### src/rtl/pipeline_hold_ctrl_pkg.sv
// ---------------------------------------------------------------------------
// pipeline_hold_ctrl_pkg
// Shared definitions for the pipeline stall/flush controller:
//   - md_state_e : MDU sequencer state encoding (ST_IDLE, ST_BUSY)
//   - MD_TIMEOUT_DEFAULT : default watchdog limit in BUSY cycles
// ---------------------------------------------------------------------------
package pipeline_hold_ctrl_pkg;

  typedef enum logic [1:0] {
    ST_IDLE = 2'b00,
    ST_BUSY = 2'b01
  } md_state_e;

  localparam int MD_TIMEOUT_DEFAULT = 64;

endpackage : pipeline_hold_ctrl_pkg

### src/rtl/pipeline_hold_ctrl_load_use_detect.sv
// ---------------------------------------------------------------------------
// pipeline_hold_ctrl_load_use_detect
// Combinational load-use comparator. Raises hazard when the load in EX
// writes a non-zero register that the instruction in ID actually reads.
// Priority against traps, stalls and redirects is applied by the parent.
// Ports:
//   ex_valid, ex_mem_read, ex_rd_addr   : EX stage load information
//   id_rs1_addr, id_rs2_addr            : ID source register numbers
//   id_uses_rs1, id_uses_rs2            : ID really reads that source
//   hazard                              : raw load-use hazard bit
// ---------------------------------------------------------------------------
module pipeline_hold_ctrl_load_use_detect (
  input  logic       ex_valid,
  input  logic       ex_mem_read,
  input  logic [4:0] ex_rd_addr,
  input  logic [4:0] id_rs1_addr,
  input  logic [4:0] id_rs2_addr,
  input  logic       id_uses_rs1,
  input  logic       id_uses_rs2,
  output logic       hazard
);

  logic rs1_match;
  logic rs2_match;

  assign rs1_match = id_uses_rs1 && (id_rs1_addr == ex_rd_addr);
  assign rs2_match = id_uses_rs2 && (id_rs2_addr == ex_rd_addr);

  // x0 is never written, so a load targeting it cannot create a hazard.
  assign hazard = ex_valid && ex_mem_read && (ex_rd_addr != 5'd0) &&
                  (rs1_match || rs2_match);

endmodule : pipeline_hold_ctrl_load_use_detect

### src/rtl/pipeline_hold_ctrl.sv
// ---------------------------------------------------------------------------
// pipeline_hold_ctrl
// Central stall/flush controller of the 5-stage core. Generates hold/flush
// controls for PC, IF/ID, ID/EX and EX/MEM, and sequences the multi-cycle
// MDU while it occupies EX.
// Fixed priority: trap_flush > MDU busy/start > mem_stall > ex_redirect
//                 > load-use.
// Optional build macro: PIPE_CTRL_MD_WATCHDOG_EN adds a BUSY-cycle watchdog
// driving the sticky md_timeout flag (tied 0 otherwise).
// Ports:
//   clk, reset_n            : clock, asynchronous active-low reset
//   ex_*, id_*              : EX / ID stage instruction information
//   ex_redirect, mem_stall  : branch redirect, MEM bus back-pressure
//   trap_flush              : trap / xRET flush request
//   mdu_done                : MDU result valid (level, held until mdu_ack)
//   pc_stall, ifid_stall, ifid_flush, idex_hold, idex_flush,
//   exmem_hold, exmem_bubble: pipeline register controls
//   mdu_start/ack/kill      : one-cycle pulses to the MDU
//   md_busy                 : sequencer is in BUSY (state visibility)
//   md_timeout              : sticky watchdog flag
// MDU handshake: mdu_start is a one-cycle request; mdu_done is a level that
// stays high until the cycle mdu_ack is pulsed; mdu_kill aborts without ack.
// All outputs are combinational from the state register and the inputs.
// ---------------------------------------------------------------------------
module pipeline_hold_ctrl
  import pipeline_hold_ctrl_pkg::*;
#(
  parameter int XLEN       = 32,
  parameter int MD_TIMEOUT = MD_TIMEOUT_DEFAULT
) (
  input  logic       clk,
  input  logic       reset_n,
  input  logic       ex_valid,
  input  logic       ex_is_mul_div,
  input  logic       ex_mem_read,
  input  logic [4:0] ex_rd_addr,
  input  logic [4:0] id_rs1_addr,
  input  logic [4:0] id_rs2_addr,
  input  logic       id_uses_rs1,
  input  logic       id_uses_rs2,
  input  logic       ex_redirect,
  input  logic       mem_stall,
  input  logic       trap_flush,
  input  logic       mdu_done,
  output logic       pc_stall,
  output logic       ifid_stall,
  output logic       ifid_flush,
  output logic       idex_hold,
  output logic       idex_flush,
  output logic       exmem_hold,
  output logic       exmem_bubble,
  output logic       mdu_start,
  output logic       mdu_ack,
  output logic       mdu_kill,
  output logic       md_busy,
  output logic       md_timeout
);

  // Parameter sanity: no hardware is generated in either case.
  if (XLEN < 1 || MD_TIMEOUT < 2) begin : g_bad_params
  end

  md_state_e state_q, state_d;
  logic      load_use;

  pipeline_hold_ctrl_load_use_detect u_load_use_detect (
    .ex_valid    (ex_valid),
    .ex_mem_read (ex_mem_read),
    .ex_rd_addr  (ex_rd_addr),
    .id_rs1_addr (id_rs1_addr),
    .id_rs2_addr (id_rs2_addr),
    .id_uses_rs1 (id_uses_rs1),
    .id_uses_rs2 (id_uses_rs2),
    .hazard      (load_use)
  );

  always_ff @(posedge clk or negedge reset_n) begin
    if (!reset_n) state_q <= ST_IDLE;
    else          state_q <= state_d;
  end

  always_comb begin
    state_d      = state_q;
    pc_stall     = 1'b0;
    ifid_stall   = 1'b0;
    ifid_flush   = 1'b0;
    idex_hold    = 1'b0;
    idex_flush   = 1'b0;
    exmem_hold   = 1'b0;
    exmem_bubble = 1'b0;
    mdu_start    = 1'b0;
    mdu_ack      = 1'b0;
    mdu_kill     = 1'b0;

    if (trap_flush) begin
      // Trap discards everything younger, including a running MUL/DIV.
      ifid_flush   = 1'b1;
      idex_flush   = 1'b1;
      exmem_bubble = 1'b1;
      mdu_kill     = (state_q == ST_BUSY);
      state_d      = ST_IDLE;
    end else if (state_q == ST_BUSY) begin
      if (mdu_done && !mem_stall) begin
        // Result retires into EX/MEM this edge; no holds, no bubble.
        mdu_ack = 1'b1;
        state_d = ST_IDLE;
      end else if (mdu_done) begin
        // MEM cannot accept yet: freeze EX/MEM, keep result pending.
        pc_stall   = 1'b1;
        ifid_stall = 1'b1;
        idex_hold  = 1'b1;
        exmem_hold = 1'b1;
      end else begin
        pc_stall     = 1'b1;
        ifid_stall   = 1'b1;
        idex_hold    = 1'b1;
        exmem_bubble = 1'b1;
      end
    end else if (ex_valid && ex_is_mul_div) begin
      // Start cycle behaves as BUSY; mdu_done is ignored here so the MDU
      // always occupies at least one BUSY cycle.
      mdu_start    = 1'b1;
      pc_stall     = 1'b1;
      ifid_stall   = 1'b1;
      idex_hold    = 1'b1;
      exmem_bubble = 1'b1;
      state_d      = ST_BUSY;
    end else if (mem_stall) begin
      // A redirect here is dropped; the branch stays in EX and re-asserts.
      pc_stall   = 1'b1;
      ifid_stall = 1'b1;
      idex_hold  = 1'b1;
      exmem_hold = 1'b1;
    end else if (ex_redirect) begin
      ifid_flush = 1'b1;
      idex_flush = 1'b1;
    end else if (load_use) begin
      pc_stall   = 1'b1;
      ifid_stall = 1'b1;
      idex_flush = 1'b1;
    end
  end

  assign md_busy = (state_q == ST_BUSY);

`ifdef PIPE_CTRL_MD_WATCHDOG_EN
  localparam int CNT_W = (MD_TIMEOUT > 2) ? $clog2(MD_TIMEOUT) : 1;
  localparam logic [CNT_W-1:0] CNT_MAX = CNT_W'(MD_TIMEOUT - 1);

  logic [CNT_W-1:0] wd_cnt_q, wd_cnt_d;
  logic             md_timeout_q, md_timeout_d;

  always_comb begin
    wd_cnt_d     = '0;
    md_timeout_d = md_timeout_q;
    // Count only while BUSY continues; any exit clears the counter.
    if (state_q == ST_BUSY && state_d == ST_BUSY) begin
      wd_cnt_d = (wd_cnt_q == CNT_MAX) ? wd_cnt_q : wd_cnt_q + 1'b1;
    end
    if (trap_flush) begin
      md_timeout_d = 1'b0;
    end else if (state_q == ST_BUSY && !mdu_done && wd_cnt_q == CNT_MAX) begin
      md_timeout_d = 1'b1;
    end
  end

  always_ff @(posedge clk or negedge reset_n) begin
    if (!reset_n) begin
      wd_cnt_q     <= '0;
      md_timeout_q <= 1'b0;
    end else begin
      wd_cnt_q     <= wd_cnt_d;
      md_timeout_q <= md_timeout_d;
    end
  end

  assign md_timeout = md_timeout_q;
`else
  assign md_timeout = 1'b0;
`endif

endmodule : pipeline_hold_ctrl

### config.mk
export PLATFORM = sky130hd
export DESIGN_NAME = pipeline_hold_ctrl
export DESIGN_NICKNAME = d
export VERILOG_FILES = /design/src/rtl/pipeline_hold_ctrl_pkg.sv /design/src/rtl/pipeline_hold_ctrl_load_use_detect.sv /design/src/rtl/pipeline_hold_ctrl.sv
export SDC_FILE = /design/constraint.sdc
export NUM_CORES = 1
export LEC_CHECK = 0
export CAP_MARGIN = 30
export CORE_AREA = 10 10 47 49
export DETAILED_ROUTE_END_ITERATION = 12
export DIE_AREA = 0 0 57 59
export PLACE_DENSITY = 0.73
export SETUP_SLACK_MARGIN = 0.05
export SLEW_MARGIN = 20
export SYNTH_ARGS = -nofsm -noshare
export SYNTH_HDL_FRONTEND = slang
export SYNTH_HIERARCHICAL = 1
export SYNTH_SLANG_ARGS = --single-unit
### constraint.sdc
create_clock -name clk -period 2 [get_ports clk]
set_clock_uncertainty 0.15 [all_clocks]
set_input_delay 0.2 -clock clk [delete_from_list [all_inputs] [get_ports clk]]
set_output_delay 0.2 -clock clk [all_outputs]
set_load 0.02 [all_outputs]
# After elaboration in Yosys (flattened, before gate mapping)
# Index checks and enable logic that the tools add are counted.
[totals]
ff_bits = 2
input_bits = 26
out_inout_bits = 12
[classes]
n_eq_ne = 4
muxes = 41
reduce_logical = 12
[op_table]
columns = ["op", "count"]
rows = [
  ["two-way mux 1 bit", 37],
  ["equality test 5 bit", 2],
  ["two-way mux 2 bit", 4],
  ["logical AND 1 bit", 7],
  ["nonzero test 5 bit", 1],
  ["!= test 3 x 2 -> 1 bit (second input constant)", 1],
  ["nonzero test 3 bit", 1],
  ["equality test 2 x 1 -> 1 bit (second input constant)", 1],
  ["AND reduction 2 bit", 1],
  ["zero test 1 bit", 1],
  ["logical OR 1 bit", 1],
]

# Depth between registers and ports, before layout
[logic_depth]
ltp_word = 10
ltp_mapped = 7

# Modules after synthesis
# Netlist, hierarchy kept.
[by_module_without_submodules]
columns = ["module", "instances", "cells_per_inst", "area_per_inst_um2", "seq_area_each_um2"]
rows = [
  ["pipeline_hold_ctrl", 1, 24, 176.4, 25.0],
  ["pipeline_hold_ctrl_load_use_detect", 1, 17, 135.1, 0.0],
]

# Worst setup path before layout
# No wires, ideal clock.
[synth_path]
kind = "input to output"
startpoint = "in id_rs1_addr[0]"
endpoint = "out pc_stall"
arrival_time_ns = 1.576
t_required_ns = 1.650
path_slack_ns = 0.074
path_stages = 7
n_path_buf = 1
path_cell_list = "xor2_1 > nor4_1 > nand3_1 > a21oi_1 > nand2b_1 > a211oi_2 > buf_4"
[synth_via]
elab_chain_cells = 10
[synth_rtl]
columns = ["item", "line_no", "source"]
rows = [
  ["from (decl)", "pipeline_hold_ctrl.sv:37", "input logic [4:0] id_rs1_addr,"],
  ["equality test 5 bit", "pipeline_hold_ctrl_load_use_detect.sv:26", "assign rs1_match = id_uses_rs1 && (id_rs1_addr == ex_rd_addr);"],
  ["logical AND 1 bit", "pipeline_hold_ctrl_load_use_detect.sv:26", ""],
  ["logical OR 1 bit", "pipeline_hold_ctrl_load_use_detect.sv:31", "(rs1_match || rs2_match);"],
  ["logical AND 1 bit", "pipeline_hold_ctrl_load_use_detect.sv:30", "assign hazard = ex_valid && ex_mem_read && (ex_rd_addr != 5'd0) &&"],
  ["via load_use", "pipeline_hold_ctrl.sv:64", "logic load_use;"],
  ["two-way mux 1 bit (6 in series)", "n/a", ""],
  ["to (decl)", "pipeline_hold_ctrl.sv:45", "output logic pc_stall,"],
]
# The timed path passes the listed nets, and every way through them passes these cells.

# Final worst setup path
[layout_path]
startpoint = "in ex_rd_addr[0]"
endpoint = "out idex_flush"
[layout_via]
elab_chain_cells = 10
[layout_rtl]
columns = ["item", "line_no", "source"]
rows = [
  ["from (decl)", "pipeline_hold_ctrl.sv:36", "input logic [4:0] ex_rd_addr,"],
  ["equality test 5 bit (on tied branches)", "pipeline_hold_ctrl_load_use_detect.sv:26, pipeline_hold_ctrl_load_use_detect.sv:27", ""],
  ["logical AND 1 bit (on tied branches)", "pipeline_hold_ctrl_load_use_detect.sv:26, pipeline_hold_ctrl_load_use_detect.sv:27", ""],
  ["logical OR 1 bit", "pipeline_hold_ctrl_load_use_detect.sv:31", ""],
  ["logical AND 1 bit *", "pipeline_hold_ctrl_load_use_detect.sv:30", ""],
  ["via load_use", "pipeline_hold_ctrl.sv:64", ""],
  ["two-way mux 1 bit *", "pipeline_hold_ctrl.sv:137", "end else if (load_use) begin"],
  ["two-way mux 1 bit *", "pipeline_hold_ctrl.sv:134", "end else if (ex_redirect) begin"],
  ["two-way mux 1 bit *", "pipeline_hold_ctrl.sv:128", "end else if (mem_stall) begin"],
  ["two-way mux 1 bit *", "pipeline_hold_ctrl.sv:119", "end else if (ex_valid && ex_is_mul_div) begin"],
  ["two-way mux 1 bit *", "pipeline_hold_ctrl.sv:102", "end else if (state_q == ST_BUSY) begin"],
  ["two-way mux 1 bit *", "pipeline_hold_ctrl.sv:95", "if (trap_flush) begin"],
  ["to (decl)", "pipeline_hold_ctrl.sv:49", "output logic idex_flush,"],
]
# The timed path passes the listed nets; every way through them passes the cells marked *.

==> metrics.txt <==
# TYPE chip_impl_metric gauge
chip_impl_info{name="run_status",value="finished, violations left"} 1
chip_impl_info{name="failed_checks",value="negative setup slack"} 1
chip_impl_metric{name="timing_hold_violations_final",unit=""} 0
chip_impl_info{name="setup.worst_path.start",value="ex_rd_addr[0]"} 1
chip_impl_metric{name="synth_area",unit="µm²"} 312
chip_impl_metric{name="drt-pass1-iter-count",unit=""} 2
chip_impl_metric{name="netSwitchingFraction",unit="%"} 39.2
chip_impl_metric{name="final_nets",unit=""} 114
chip_impl_metric{name="area_growth",unit="%"} 149
chip_impl_metric{name="antenna_violations_before_repair",unit=""} 0
chip_impl_metric{name="vias_per_cell",unit=""} 4.56
chip_impl_metric{name="layout.core_utilization",unit="%"} 55.3
chip_impl_info{name="grt_setup_unrepaired",value="true"} 1
chip_impl_metric{name="clock.fmax",unit="MHz"} 494
chip_impl_metric{name="pin_count_of_the_biggest_net_entering_global_routing",unit=""} 6
chip_impl_info{name="grt_max_usage_layer",value="met2"} 1
chip_impl_metric{name="p_sw",unit="µW"} 74.7
chip_impl_metric{name="synth.lib_cells_used.distinct",unit=""} 20
chip_impl_info{name="most-common-layout-cells",value="clkdlybuf4s50_1, buf_4, xor2_1, clkbuf_2, dlygate4sd2_1"} 1
chip_impl_info{name="registers.top_by_ff_count",value="state_q"} 1
chip_impl_info{name="worst_r2r_dst",value="state_q[0]"} 1
chip_impl_metric{name="setup_total_neg_slack",unit="ps"} -23.8
chip_impl_metric{name="drv_slew",unit=""} 0
chip_impl_metric{name="post-place-cells",unit=""} 99
chip_impl_metric{name="diodes",unit=""} 0
chip_impl_metric{name="route.detailed.drc",unit=""} 0
chip_impl_metric{name="number_of_placement_rows",unit=""} 14
chip_impl_metric{name="core_region_area",unit="µm²"} 1400
chip_impl_metric{name="synth_nets",unit=""} 67
chip_impl_info{name="worstSetupPathType",value="in2out"} 1
chip_impl_metric{name="die_h",unit="µm"} 59
chip_impl_metric{name="detail_route.wirelength",unit="µm"} 1440
chip_impl_metric{name="period_minus_slack",unit="ps"} 2020
chip_impl_info{name="worst_hold_path_type",value="in2async"} 1
chip_impl_metric{name="clock_insertion_delay_worst_skew",unit="ps"} 0
chip_impl_metric{name="cp.arrival",unit="ps"} 1670
chip_impl_info{name="synthTopCellsByArea",value="xor2_1, a211oi_2, dfrtp_1, a21o_1, nor3_1"} 1
chip_impl_metric{name="grt_pass1_vias",unit=""} 543
chip_impl_metric{name="port_buffers",unit=""} 36
chip_impl_metric{name="gr-usage-met2",unit="%"} 16.1
chip_impl_metric{name="yosysWarningCount",unit=""} 6
chip_impl_metric{name="total_leakage_power",unit="nW"} 0.371
chip_impl_metric{name="max_cap_violations",unit=""} 0
chip_impl_metric{name="starting_drc_count_in_detailed_routing",unit=""} 1
chip_impl_metric{name="worst_r2r_path_depth",unit=""} 3
chip_impl_metric{name="first_pass_grt_wire_length",unit="µm"} 2410
chip_impl_metric{name="largest_register_ffs",unit=""} 1
chip_impl_info{name="reg.largest.list",value="state_q x1"} 1
chip_impl_metric{name="power.share.sequential",unit="%"} 12.8
chip_impl_metric{name="yosys_register_bits",unit=""} 1
chip_impl_info{name="worstSetupStartpointType",value="primary input"} 1
chip_impl_metric{name="setup_violations",unit=""} 1
chip_impl_metric{name="power.share.clock",unit="%"} 0
chip_impl_metric{name="route.detailed.wl_per_inst",unit="µm"} 14.1
chip_impl_metric{name="grt.met1_usage",unit="%"} 8.14
chip_impl_metric{name="power.density",unit="nW/µm²"} 246
chip_impl_metric{name="vias",unit=""} 465
chip_impl_info{name="synth_largest_area_cell",value="xor2_1"} 1
chip_impl_metric{name="layout-drive-gt1-share",unit="%"} 43.0
chip_impl_metric{name="top_level_ports",unit=""} 38
chip_impl_metric{name="synth_largest_type_area_fraction",unit="%"} 22.5
chip_impl_metric{name="antenna_violating_nets_post_route",unit=""} 0
chip_impl_metric{name="grt_use_met3",unit="%"} 3.86
chip_impl_metric{name="hold_slack",unit="ps"} 204
chip_impl_metric{name="synth_area_per_cell",unit="µm²"} 7.60
chip_impl_info{name="worstReg2RegStart",value="state_q[0]"} 1
chip_impl_metric{name="r2r_setup_slack",unit="ps"} 830
chip_impl_metric{name="worstPathMaxFanout",unit=""} 3
chip_impl_metric{name="fp.dieArea",unit="µm²"} 3360
chip_impl_metric{name="post_synth_inst_count",unit=""} 41
chip_impl_metric{name="grt_use_total",unit="%"} 8.24
chip_impl_metric{name="cp_data_required_time",unit="ps"} 1650
chip_impl_metric{name="clk_pin_slew",unit="ps"} 0
chip_impl_metric{name="share_comb_of_total_power",unit="%"} 87.2
chip_impl_metric{name="gr-total-overflow",unit=""} 0
chip_impl_info{name="cp-end-kind",value="output pin"} 1
chip_impl_metric{name="initial_utilization",unit="%"} 22.2
chip_impl_metric{name="die_width",unit="µm"} 57
chip_impl_metric{name="postLayoutSetupSlackWorst",unit="ps"} -23.8
chip_impl_metric{name="place.gp.congestion",unit=""} 0.748
chip_impl_metric{name="register_area_share_after_synthesis",unit="%"} 8.03
chip_impl_metric{name="power.internal",unit="µW"} 116
chip_impl_metric{name="period_share",unit="%"} 101
chip_impl_metric{name="max-vdd-ir-drop",unit="V"} 0.000122
chip_impl_metric{name="dp_hpwl",unit="µm"} 1240
chip_impl_metric{name="final-instance-count-excl-fill",unit=""} 102
==> through the flow <==
| stage | worst slack (ps) | power (mW) | instance area (µm²) |
|---|---|---|---|
| floorplan | 74.1 | 0.0871 | 312 |
| global placement | -793 | 0.187 | 739 |
| detailed placement | -852 | 0.188 | 739 |
| CTS | 47.9 | 0.185 | 742 |
| global route | -85.7 | 0.206 | 774 |
| finish | -23.8 | 0.191 | 774 |
==> critical path: stages <==
cell	delay [ps]
buf_8	100
or4_4	530
o211ai_2	160
a21oi_2	50
buf_4	130
or2_4	210
a21o_1	160
buf_6	130
==> synthesized netlist by cell type <==
master	count
a21o_2	1
nor4_1	2
dfrtp_1	1
and3b_1	1
nand3_1	2
conb_1	1
xor2_1	8
a21oi_1	3
a21o_1	3
nand2_1	2
a211oi_2	2
or2_2	1
and2_1	1
buf_4	2
nand2b_1	2
nor3_1	4
o211ai_2	1
or4_1	1
buf_2	1
xnor2_1	2
==> metal layers <==
layer	routed length, µm	vias up	part of all wire (%)
met3	171	0	12
met4	0	0	0
met5	0	-	0
li1	-	236	-
met2	761	23	53
met1	504	206	35
==> cell families after synthesis <==
| group | share of synthesized area, % |
|---|---|
| and+or+nand+nor | 29.3 |
| other | 1.20 |
| AOI/OAI and AO/OA | 26.9 |
| xor gates and xnor gates | 28.1 |
| DFF | 8.03 |
| buffers and inverters | 6.42 |
==> area by class of cell <==
class	count	area, µm²
multi-input cells	37	312
well taps	16	20.0
fillers	156	627
repair buffers	48	418
flip-flops and latches	1	25.0
==> power groups by stage <==
stage / logic, mW / registers [mW] / clock network, mW
after global placement: 0.163 / 0.0238 / 0
after floorplan: 0.0611 / 0.0260 / 0
after detailed placement: 0.164 / 0.0240 / 0
final: 0.166 / 0.0244 / 0
after global routing: 0.181 / 0.0248 / 0
after CTS: 0.161 / 0.0245 / 0
==> worst max path at each step <==
stage	endpoint	depth (start not counted)
2_1_floorplan	pc_stall	7
3_3_place_gp	ifid_stall	8
3_5_place_dp	pc_stall	8
4_1_cts	pc_stall	8
5_1_grt	ifid_stall	9
6_report	idex_flush	8
==> timing repair <==
action | in CTS | in global routing
pin swaps | 13 | 14
endpoints found under the setup margin | 9 | 7
hold buffers | 0 | 0
resized for setup | 67 | 17
buffers inserted | 1 | 2
Note: power is estimated with default switching activity, not from simulation.
